`src/rtl/dmem_access_unit_if.sv`:
```
// dmem_access_unit_if: EX/MEM pipeline inputs and data-cache req/resp bus of the MEM-stage access unit.
// misalign_o exists only when MISALIGN_TRAP_EN is defined.
interface dmem_access_unit_if #(parameter int ADDR_W = 32, parameter int DATA_W = 32);
    logic                in_valid;
    logic                in_load;
    logic                in_store;
    logic [2:0]          in_funct3;
    logic [ADDR_W-1:0]   in_addr;
    logic [DATA_W-1:0]   in_wdata;
    logic                stall_o;
    logic                dmem_read;
    logic                dmem_write;
    logic [ADDR_W-1:0]   dmem_addr;
    logic [DATA_W-1:0]   dmem_wdata;
    logic [DATA_W/8-1:0] dmem_byte_enable;
    logic [DATA_W-1:0]   dmem_rdata;
    logic                dmem_resp;
    logic [DATA_W-1:0]   mdr_out;
    logic [DATA_W/8-1:0] mem_byte_enable_out;
    logic                out_valid;
`ifdef MISALIGN_TRAP_EN
    logic                misalign_o;
`endif
    modport slave (
`ifdef MISALIGN_TRAP_EN
        output misalign_o,
`endif
        input  in_valid, in_load, in_store, in_funct3, in_addr, in_wdata, dmem_rdata, dmem_resp,
        output stall_o, dmem_read, dmem_write, dmem_addr, dmem_wdata, dmem_byte_enable,
        output mdr_out, mem_byte_enable_out, out_valid
    );
    modport master (
`ifdef MISALIGN_TRAP_EN
        input  misalign_o,
`endif
        output in_valid, in_load, in_store, in_funct3, in_addr, in_wdata, dmem_rdata, dmem_resp,
        input  stall_o, dmem_read, dmem_write, dmem_addr, dmem_wdata, dmem_byte_enable,
        input  mdr_out, mem_byte_enable_out, out_valid
    );
endinterface

```
`src/rtl/dmem_access_unit.sv`:
```
// dmem_access_unit: MEM-stage load/store unit, one cache req/resp per instruction, stalls until done.
// Define MISALIGN_TRAP_EN to trap misaligned h/w accesses on misalign_o instead of issuing them.
module dmem_access_unit #(
    parameter int ADDR_W = 32,
    parameter int DATA_W = 32
) (
    input logic              clk,
    input logic              rst,
    dmem_access_unit_if.slave bus
);
    typedef enum logic [1:0] {IDLE, ACCESS, DONE} state_t;
    state_t              state;
    logic [ADDR_W-1:0]   addr_q;
    logic [DATA_W-1:0]   wdata_q;
    logic [DATA_W-1:0]   mdr_q;
    logic [3:0]          mask_q;
    logic [3:0]          be_q;
    logic [3:0]          mbe_q;
    logic                read_q;
    logic                write_q;
    logic                valid_q;
    logic                mem_op;
    logic                is_b;
    logic                is_h;
    logic                misalign;
    logic                go;
    logic [3:0]          mask;
    logic [DATA_W-1:0]   wdata_sh;
    always_comb begin
        mem_op   = bus.in_valid && (bus.in_load || bus.in_store);
        is_b     = bus.in_funct3[1:0] == 2'b00;
        is_h     = bus.in_funct3[1:0] == 2'b01;
        mask     = is_b ? 4'b0001 << bus.in_addr[1:0] : is_h ? 4'b0011 << {bus.in_addr[1], 1'b0} : 4'b1111;
        wdata_sh = is_b ? {24'b0, bus.in_wdata[7:0]} << {bus.in_addr[1:0], 3'b000}
                 : is_h ? {16'b0, bus.in_wdata[15:0]} << {bus.in_addr[1], 4'b0000} : bus.in_wdata;
`ifdef MISALIGN_TRAP_EN
        misalign = is_h ? bus.in_addr[0] : !is_b && bus.in_addr[1:0] != 2'b00;
`else
        misalign = 1'b0;
`endif
        go       = !rst && state == IDLE && mem_op && !misalign;
    end
    always_ff @(posedge clk or posedge rst) begin
        if (rst) begin
            state   <= IDLE;
            addr_q  <= '0;
            wdata_q <= '0;
            mdr_q   <= '0;
            mask_q  <= '0;
            be_q    <= '0;
            mbe_q   <= '0;
            read_q  <= 1'b0;
            write_q <= 1'b0;
            valid_q <= 1'b0;
        end else begin
            case (state)
                IDLE: if (go) begin
                    addr_q  <= {bus.in_addr[ADDR_W-1:2], 2'b00};
                    wdata_q <= wdata_sh;
                    mask_q  <= mask;
                    be_q    <= bus.in_store ? mask : 4'b1111;
                    read_q  <= !bus.in_store;
                    write_q <= bus.in_store;
                    state   <= ACCESS;
                end
                ACCESS: if (bus.dmem_resp) begin
                    // write_q still reflects this access until the edge that clears it
                    if (!write_q) mdr_q <= bus.dmem_rdata;
                    mbe_q   <= mask_q;
                    read_q  <= 1'b0;
                    write_q <= 1'b0;
                    valid_q <= 1'b1;
                    state   <= DONE;
                end
                DONE: begin
                    valid_q <= 1'b0;
                    state   <= IDLE;
                end
                default: state <= IDLE;
            endcase
        end
    end
    assign bus.stall_o             = go || state == ACCESS;
    assign bus.dmem_read           = read_q;
    assign bus.dmem_write          = write_q;
    assign bus.dmem_addr           = addr_q;
    assign bus.dmem_wdata          = wdata_q;
    assign bus.dmem_byte_enable    = be_q;
    assign bus.mdr_out             = mdr_q;
    assign bus.mem_byte_enable_out = mbe_q;
    assign bus.out_valid           = valid_q;
`ifdef MISALIGN_TRAP_EN
    assign bus.misalign_o          = !rst && state == IDLE && mem_op && misalign;
`endif
endmodule
```
`src/flat_wrapper.sv`:
```
// flat-port wrapper written by rule: the top's interface ports become plain ports
module dmem_access_unit_flat 
#(
    parameter int ADDR_W = 32,
    parameter int DATA_W = 32
)
  (clk, rst, bus_in_valid, bus_in_load, bus_in_store, bus_in_funct3, bus_in_addr, bus_in_wdata, bus_dmem_rdata, bus_dmem_resp, bus_stall_o, bus_dmem_read, bus_dmem_write, bus_dmem_addr, bus_dmem_wdata, bus_dmem_byte_enable, bus_mdr_out, bus_mem_byte_enable_out, bus_out_valid);
  dmem_access_unit_if #(.ADDR_W(ADDR_W), .DATA_W(DATA_W)) bus_i ();
  input logic clk;
  input logic rst;
  input wire logic [$bits(bus_i.in_valid)-1:0] bus_in_valid;
  input wire logic [$bits(bus_i.in_load)-1:0] bus_in_load;
  input wire logic [$bits(bus_i.in_store)-1:0] bus_in_store;
  input wire logic [$bits(bus_i.in_funct3)-1:0] bus_in_funct3;
  input wire logic [$bits(bus_i.in_addr)-1:0] bus_in_addr;
  input wire logic [$bits(bus_i.in_wdata)-1:0] bus_in_wdata;
  input wire logic [$bits(bus_i.dmem_rdata)-1:0] bus_dmem_rdata;
  input wire logic [$bits(bus_i.dmem_resp)-1:0] bus_dmem_resp;
  output wire logic [$bits(bus_i.stall_o)-1:0] bus_stall_o;
  output wire logic [$bits(bus_i.dmem_read)-1:0] bus_dmem_read;
  output wire logic [$bits(bus_i.dmem_write)-1:0] bus_dmem_write;
  output wire logic [$bits(bus_i.dmem_addr)-1:0] bus_dmem_addr;
  output wire logic [$bits(bus_i.dmem_wdata)-1:0] bus_dmem_wdata;
  output wire logic [$bits(bus_i.dmem_byte_enable)-1:0] bus_dmem_byte_enable;
  output wire logic [$bits(bus_i.mdr_out)-1:0] bus_mdr_out;
  output wire logic [$bits(bus_i.mem_byte_enable_out)-1:0] bus_mem_byte_enable_out;
  output wire logic [$bits(bus_i.out_valid)-1:0] bus_out_valid;
  assign bus_i.in_valid = bus_in_valid;
  assign bus_i.in_load = bus_in_load;
  assign bus_i.in_store = bus_in_store;
  assign bus_i.in_funct3 = bus_in_funct3;
  assign bus_i.in_addr = bus_in_addr;
  assign bus_i.in_wdata = bus_in_wdata;
  assign bus_i.dmem_rdata = bus_dmem_rdata;
  assign bus_i.dmem_resp = bus_dmem_resp;
  assign bus_stall_o = bus_i.stall_o;
  assign bus_dmem_read = bus_i.dmem_read;
  assign bus_dmem_write = bus_i.dmem_write;
  assign bus_dmem_addr = bus_i.dmem_addr;
  assign bus_dmem_wdata = bus_i.dmem_wdata;
  assign bus_dmem_byte_enable = bus_i.dmem_byte_enable;
  assign bus_mdr_out = bus_i.mdr_out;
  assign bus_mem_byte_enable_out = bus_i.mem_byte_enable_out;
  assign bus_out_valid = bus_i.out_valid;
  dmem_access_unit #(.ADDR_W(ADDR_W), .DATA_W(DATA_W)) u_core (.clk(clk), .rst(rst), .bus(bus_i));
endmodule
```
`config.mk`:
```
export PLATFORM = sky130hd
export DESIGN_NAME = dmem_access_unit_flat
export DESIGN_NICKNAME = d
export VERILOG_FILES = /design/src/rtl/dmem_access_unit_if.sv /design/src/rtl/dmem_access_unit.sv /design/src/flat_wrapper.sv
export SDC_FILE = /design/constraint.sdc
export NUM_CORES = 1
export LEC_CHECK = 0
export ABC_AREA = 1
export CAP_MARGIN = 20
export CORE_ASPECT_RATIO = 1.1
export CORE_MARGIN = 8
export CORE_UTILIZATION = 35
export DETAILED_ROUTE_END_ITERATION = 12
export GPL_TIMING_DRIVEN = 0
export PLACE_DENSITY_LB_ADDON = 0.15
export SLEW_MARGIN = 10
export SYNTH_ARGS = -nofsm -noshare
export SYNTH_HDL_FRONTEND = slang
export SYNTH_SLANG_ARGS = --single-unit
```
`constraint.sdc`:
```
create_clock -name clk -period 4.9 [get_ports clk]
set_clock_uncertainty 0.2 [all_clocks]
set_input_delay 0.49 -clock clk [delete_from_list [all_inputs] [get_ports clk]]
set_output_delay 0.49 -clock clk [all_outputs]
set_load 0.02 [all_outputs]
```
# --- Word level (Yosys, flattened, before mapping) ---
# Index checks and enable logic that the tools add are counted.
word_totals:
  register_bits: 111
  output_inout_bits: 108
  input_bits: 105
op_classes:
  shifts: 4
  n_eq_ne: 5
  bitwise_logic: 1
  muxes: 15
  n_reduce_logical: 17
op_table:
  columns: ["op", "count"]
  rows:
  - ["32-bit 2-to-1 mux", 2]
  - ["16-bit by 5-bit left shift with 32-bit output", 1]
  - ["8-bit by 5-bit left shift with 32-bit output", 1]
  - ["4-bit 2-to-1 mux", 3]
  - ["2-bit AND reduction", 4]
  - ["1-bit one-hot mux with 2 select lines", 3]
  - ["3-bit AND reduction", 2]
  - ["2-bit by 1-bit == test with 1-bit output, second input constant", 2]
  - ["2-bit zero test", 2]
  - ["1-bit 2-to-1 mux", 4]
  - ["2-bit 2-to-1 mux", 2]
  - ["2-bit one-hot mux with 2 select lines", 1]
  - ["2-bit nonzero test", 2]
  - ["1-bit by 2-bit left shift with 4-bit output, first input constant", 1]
  - ["2-bit by 2-bit left shift with 4-bit output, first input constant", 1]
  - ["1-bit logical AND", 3]
  - ["2-bit == test, second input constant", 1]
  - ["1-bit zero test", 2]
  - ["1-bit logical OR", 2]
  - ["2-bit by 1-bit != test with 1-bit output, second input constant", 1]
  - ["2-bit != test, second input constant", 1]
  - ["1-bit inverter", 1]

# --- Logic depth before layout (Yosys ltp) ---
# Gate-level depths: netlist of run 1.
logic_depth:
  depth_word: 5
  ltp_mapped: 8

# --- Least setup slack after synthesis of run 1 ---
# OpenSTA, ideal clock, no wires.
synth_timing:
  path_type: "input to register"
  start: "in rst"
  end: "reg u_core.be_q[2] (netlist: u_core.bus.dmem_byte_enable[2])"
  required_ns: 4.577
  slack_ns: 1.063
  arrival_time_ns: 3.514
  cell_stages: 7
  setup_time_ns: 0.123
  path_cell_list: "inv_1 -> nand2_1 -> nor2_1 -> buf_4 -> nand2_1 -> o21ai_0 -> nand2_1"
synth_between:
  elab_chain_cells: 4
synth_rtl:
  columns: ["element", "line", "rtl"]
  rows:
  - ["start: declaration", "flat_wrapper.sv:10", "input logic rst;"]
  - ["1-bit zero test", "dmem_access_unit.sv:41", "go = !rst && state == IDLE && mem_op && !misalign;"]
  - ["1-bit logical AND (2 in series)", "dmem_access_unit.sv:41", null]
  - ["2-bit AND reduction (no line)", null, null]
  - ["end signal: assignment", "dmem_access_unit.sv:61", "be_q <= bus.in_store ? mask : 4'b1111;"]
  - ["end: declaration", "dmem_access_unit.sv:17", "logic [3:0] be_q;"]
# Every way passes these cells.
# A chain may end at the register's enable or synchronous reset.

# --- Worst setup path after layout of run 1 ---
layout_timing:
  start: "in rst"
  end: "out bus_stall_o"
layout_between:
  elab_chain_cells: 4
layout_rtl:
  columns: ["element", "line", "rtl"]
  rows:
  - ["1-bit zero test", "dmem_access_unit.sv:41", null]
  - ["1-bit logical AND (2 in series)", "dmem_access_unit.sv:41", null]
  - ["1-bit logical OR", "dmem_access_unit.sv:83", "assign bus.stall_o = go || state == ACCESS;"]
  - ["end: declaration", "flat_wrapper.sv:19", "output wire logic [$bits(bus_i.stall_o)-1:0] bus_stall_o;"]
# Every way passes these cells.

==> impl_metrics.ini, run 1 <==
[route]
dr.pass1.iters = 5
finalWirelength_um = 16000
viasPerCell = 4.69
drt_iter0_drc = 320
via_count = 4772
wl_per_cell_um = 15.8
route.detailed.drc = 0
drtAntennaViolNets = 0

[sta]
rsz0062_at_grt = no
setup_viol = 0
holdWs_ns = 0.275
post-route-period-util_pct = 58.2
slew_headroom_pct = 61.0
drv_slew = 0
hold_violations = 0
worst_slew_pin_slew_ns = 0.585
fmax_ghz = 0.351
period_minus_slack_ns = 2.85

[critical_path]
worst_setup_path_end_kind = primary output
cp_slowest_cell = clkdlybuf4s50_1
crit_path_start = rst
crit_path_frequent_cell = clkdlybuf4s50_1
slowest_delay_ns = 0.62
critPathKind = input pin to primary output
crit_buf_inv = 3
r2r-start = u_core.state[0]$_DFFE_PP0P_
worstRegToRegCells = 7
crit_family = buffers and inverters
crit_arrival_ns = 2.16
worstPathMaxFanout = 10
startpoint_type = input pin
rr_endpoint = u_core.bus.dmem_wdata[25]$_DFFE_PP0P_
r2r_slack_ns = 3.22
cp_data_required_time_ns = 4.21
worstPathCellList = clkdlybuf4s50_1 > nor2_1 > nand3_1 > buf_2 > nand2_1 > clkdlybuf4s50_1

[clocking]
cts_made_buffers = 9
clockBufferDepth = 2
clkSinkCount = 111
cts_setup_buffers = 0
cts_tree = done
htreeDepth = 3
clkTransAtPathRegs_ns = 0.07
root_buffer = clkbuf_16
holdBufCountCts = 0
clock_latency_ns = 0.33
cts.repair.resized = 0

[global_routing]
grt_pass1_vias = 4964
grtUsageTotal_pct = 17.6
grt_remaining_overflow = 0
grt_pass1_wl_um = 25500
grt_start_max_net_pins = 75
grt_antenna_before_repair = 0

[synth]
synthCells = 604
synth_top_area_cell = dfrtp_1
ys_seq_area_share_pct = 56.8
yosys.area.top_type_share_pct = 56.8
synthDistinctLibCells = 19
syn_avg_cell_area_um2 = 8.09
ys_seq_elements = 111
yosysWarningCount = 0
syn_area_mm2 = 0.00489
ys_top_cells_by_area = dfrtp_1 (57%), nand2_1 (23%), nand3_1 (9.0%), nand4_1 (2.0%), buf_2 (1.8%)

[place]
place_area_mm2 = 0.00724
place_congestion = 0.895
port_buffers = 208
dp_hpwl_um = 12400

[hold_path]
hp-class = flip-flop to flip-flop
min-delay-start = u_core.bus.mdr_out[19]$_DFFE_PP0P_
holdPathStages = 2
min_to = u_core.bus.mdr_out[19]$_DFFE_PP0P_

[layout]
area_delta_synth_final_pct = 54.4
layout_common_cells = nand2_1 (302), clkdlybuf4s50_1 (208), dfrtp_1 (111)
mostFrequentLayoutCell = nand2_1
final_layout_size_suffix_gt1_share_pct = 6.39
layout.nets = 930
antenna_cells = 0
fin_area_mm2 = 0.00755

[die]
core_mm2 = 0.0137
io_pins = 213
die_y_um = 140
core.rowCount = 45
die_area_mm2 = 0.0180
initial_core_util_pct = 35.6
die_width_um = 129

[power_and_ir_drop]
powerDensity_mw_per_mm2 = 466
power_leakage_nw = 3.70
vdd_drop_max_v = 0.000166

[status]
status = complete, no violations

[job]
cap_viol_max_count = 0
-- power by group --
group          internal [mW]  switching, mW  leakage, nW  total (mW)
sequential              1.19          0.148         1.39        1.34
clock                  0.429          0.328        0.151       0.757
combinational          0.665          0.757         2.16        1.42
-- sequential cells by signal, summed over array words and instances (netlist names) --
name                            flops
u_core.bus.mdr_out                 32
u_core.bus.mem_byte_enable_out      4
u_core.bus.dmem_wdata              32
u_core.bus.dmem_read                1
u_core.bus.dmem_byte_enable         4
u_core.mask_q                       4
u_core.bus.dmem_addr               30
u_core.bus.dmem_write               1
u_core.bus.out_valid                1
u_core.state                        2
-- metrics by stage --
step | power, mW | utilization (%) | setup WS (ns) | std cells | TNS, ns
finish | 3.52 | 55.0 | 2.05 | 1018 | 0
global route | 3.72 | 55.0 | 1.91 | 1018 | 0
CTS | 3.57 | 55.0 | 2.04 | 1018 | 0
detailed placement | 2.80 | 52.7 | 2.04 | 1002 | 0
global placement | 2.76 | 52.5 | -0.467 | 1001 | -73.74
floorplan | 2.01 | - | 1.06 | 605 | 0
-- final cells by class --
cell class,count,area (um2)
Clock inverter,3,47.5
Timing Repair Buffer,209,2110
Inverter,19,76.3
Clock buffer,13,260
Sequential cell,111,2780
Tap cell,188,235
Buffer,38,203
Fill cell,1354,6190
Multi-Input combinational cell,437,1840
-- worst max path at each step --
stage	to	slack, ns	cells past startpoint
4_1_cts	bus_stall_o	2.04	6
3_3_place_gp	u_core.bus.dmem_read$_DFFE_PP0P_	-0.47	8
2_1_floorplan	u_core.bus.dmem_byte_enable[2]$_DFFE_PP0P_	1.06	7
6_report	bus_stall_o	2.05	6
3_5_place_dp	bus_stall_o	2.04	6
5_1_grt	bus_stall_o	1.91	6
-- Yosys cell counts --
| library cell | number |
|---|---|
| clkbuf_1 | 9 |
| nand4_1 | 16 |
| nand2_2 | 2 |
| inv_1 | 15 |
| nand2_1 | 302 |
| buf_2 | 18 |
| buf_1 | 1 |
| buf_4 | 10 |
| nor2_4 | 2 |
| nand3_1 | 88 |
| o21ai_0 | 10 |
| nand2_4 | 1 |
| inv_2 | 4 |
| a21oi_1 | 1 |
| nor2_1 | 8 |
| o21ai_1 | 4 |
| a21boi_1 | 1 |
| conb_1 | 1 |
| dfrtp_1 | 111 |
-- cells by family after synthesis --
family                 share of synthesized area (%)
buffers and inverters                           5.61
AOI/OAI and AO/OA                               1.69
other                                         0.0767
and+or+nand+nor                                 35.8
DFF                                             56.8
-- worst reg2reg max path, delay by kind of cell, from the launching register on --
kind,cells,cell delay (ns)
buffers and inverters,2,0.41
AND/OR/NAND/NOR,5,0.64
flip-flops,1,0.39
-- metal layers --
metal	GRT usage, %	wire length [um]	share of wire, %	vias up
li1	-	-	-	2346
met1	21.2	6730	42	2206
met2	29.1	7660	48	198
met3	5.05	1320	8.2	22
met4	6.63	333	2.1	0
met5	0	0	0	-
Note: power is estimated with default switching activity, not from simulation.
==> run 2: changes to the inputs <==
==> constraint.sdc (replaced) <==
create_clock -name clk -period 2.4 [get_ports clk]
set_clock_uncertainty 0.2 [all_clocks]
set_input_delay 0.24 -clock clk [delete_from_list [all_inputs] [get_ports clk]]
set_output_delay 0.24 -clock clk [all_outputs]
set_load 0.02 [all_outputs]
==> run 2 against run 1 <==
Against the previous run: final cell count increased by 0.29%; worst setup slack got worse by 1.8 ns; wire length increased by 0.63%; via count increased by 0.98%; first-iteration DRC count decreased by 28%; total power increased by 100%; critical path depth decreased by 1; non-clock buffer count increased by 2; flip-flop and latch count unchanged; count of clock-buffer cells in the layout decreased by 1; core utilization increased by 0.15 points; worst hold slack got worse by 0.14 ns; highest routed layer unchanged.
==> impl_metrics.ini, run 2 (synthesized netlist as in run 1, its figures left out) <==
[status]
status = complete, no violations

[critical_path]
worst_setup_path_end_kind = primary output
startpoint_type = flip-flop
cp_data_required_time_ns = 1.96
worstPathMaxFanout = 10
crit_arrival_ns = 1.75
critPathKind = flip-flop to primary output

[global_routing]
grt_antenna_before_repair = 0
grt_remaining_overflow = 0
grt_pass1_wl_um = 25000
grtUsageTotal_pct = 17.4
grt_pass1_vias = 4745
grt_start_max_net_pins = 33

[die]
die_area_mm2 = 0.0180
core.rowCount = 45
io_pins = 213
die_width_um = 129
core_mm2 = 0.0137
initial_core_util_pct = 35.6
die_y_um = 140

[layout]
layout_common_cells = nand2_1 (302), clkdlybuf4s50_1 (207), dfrtp_1 (111)
mostFrequentLayoutCell = nand2_1
fillers = 1329
final_layout_size_suffix_gt1_share_pct = 6.96
area_delta_synth_final_pct = 54.9
antenna_cells = 0
layout.nets = 933
finalNonFillerCells = 1021

[power_and_ir_drop]
p_clk_share_pct = 20.8
comb_power_share_pct = 40.8
sequentialPowerShare_pct = 38.5
total_power_mw = 7.12
power_switching_share_pct = 35.5
switching_power_mw = 2.53
power_leakage_nw = 3.71
vdd_drop_max_v = 0.000413
powerDensity_mw_per_mm2 = 940
p_int_mw = 4.59

[clocking]
htreeDepth = 3
clkTransAtPathRegs_ns = 0.07
clock_latency_ns = 0.34
cts_tree = done
clkSinkCount = 111
clockBufferDepth = 2
cts_setup_buffers = 0
root_buffer = clkbuf_16
cts_made_buffers = 9

[sta]
setup_tns_ns = 0
rsz0062_at_grt = no
hold_violations = 0
setup_viol = 0
drv_slew = 0
worst_slew_pin_slew_ns = 0.643
slew_headroom_pct = 56.9
fmax_ghz = 0.458
period_minus_slack_ns = 2.19
post-route-period-util_pct = 91.1

[place]
post-place-cells = 1004
place_congestion = 0.881
dp_hpwl_um = 12600
port_buffers = 208

[route]
via_count = 4819
wl_per_cell_um = 15.8
finalWirelength_um = 16100
dr.pass1.iters = 5
drt_iter0_drc = 230
route.detailed.drc = 0
drtAntennaViolNets = 0
viasPerCell = 4.72

[hold_path]
hp-class = input pin to async pin

[job]
cap_viol_max_count = 0
-- run 2: cell types whose count changed in the layout (fill, tap and decap cells not counted), moves of 2 or more --
cell,delta
buf_12,+3
clkbuf_1,-2
clkinv_2,+2
inv_6,-2
-- run 2: final timing paths --
kind,start,slack [ns],depth (start not counted),to
worst max-delay path,u_core.state[0]$_DFFE_PP0P_,0.21,5,bus_stall_o
min in group clk,bus_in_funct3[1],0.15,5,u_core.bus.dmem_wdata[30]$_DFFE_PP0P_
worst min-delay path,rst,0.14,2,u_core.bus.dmem_addr[23]$_DFFE_PP0P_
worst min register to register,u_core.bus.mdr_out[1]$_DFFE_PP0P_,0.27,2,u_core.bus.mdr_out[1]$_DFFE_PP0P_
max in group asynchronous,rst,0.98,4,u_core.bus.dmem_wdata[5]$_DFFE_PP0P_
worst max register to register,u_core.state[0]$_DFFE_PP0P_,0.74,7,u_core.bus.dmem_byte_enable[1]$_DFFE_PP0P_
-- run 2: stage by stage --
stage	instance area, um2	hold WS (ns)	util (%)	setup WS (ns)
floorplan	4900	0.150	-	-0.381
global placement	7210	0.253	52.5	-1.73
detailed placement	7270	0.259	52.9	-0.274
CTS	7570	0.138	55.1	0.0870
global route	7570	0.155	55.1	0.0981
finish	7570	0.137	55.1	0.215
-- run 2: repair_timing --
action | 4_1_cts | 5_1_grt
cloned | 0 | 1
hold buffers | 0 | 0
resized for setup | 1 | 0
setup endpoints to repair | 1 | 47
-- run 2: power by group through the flow --
stage	Sequential (mW)	Combinational, mW	Clock, mW
floorplan	3.43	0.670	0
global placement	2.74	2.90	0
detailed placement	2.77	2.94	0
CTS	2.74	2.95	1.52
global route	2.80	3.12	1.60
finish	2.74	2.90	1.48
-- run 2: metal layers --
layer	part of all wire [%]	vias to the layer above	routed length (um)	GRT usage, %
met5	0	-	0	0
met4	1.7	0	278	6.32
met3	8.6	18	1390	5.69
met2	49	191	7870	29.0
met1	41	2242	6600	20.3
li1	-	2368	-	-
-- run 2: worst max-delay path, cell delays in order, from the launching register on --
cell	delay [ns]
dfrtp_1	0.39
nor2_1	0.20
nand3_1	0.14
buf_2	0.21
nand2_1	0.10
dlygate4sd2_1	0.35
-- run 2: area by class of cell --
cell class	count	area, um2	area share [%]
Clock inverter	4	27.5	0.364
Clock buffer	12	267	3.52
Multi-Input combinational cell	437	1840	24.3
Timing Repair Buffer	211	2140	28.3
Timing Repair inverter	1	5.00	0.0661
Tap cell	188	235	3.11
Buffer	38	203	2.68
Inverter	19	75.1	0.992
Sequential cell	111	2780	36.7
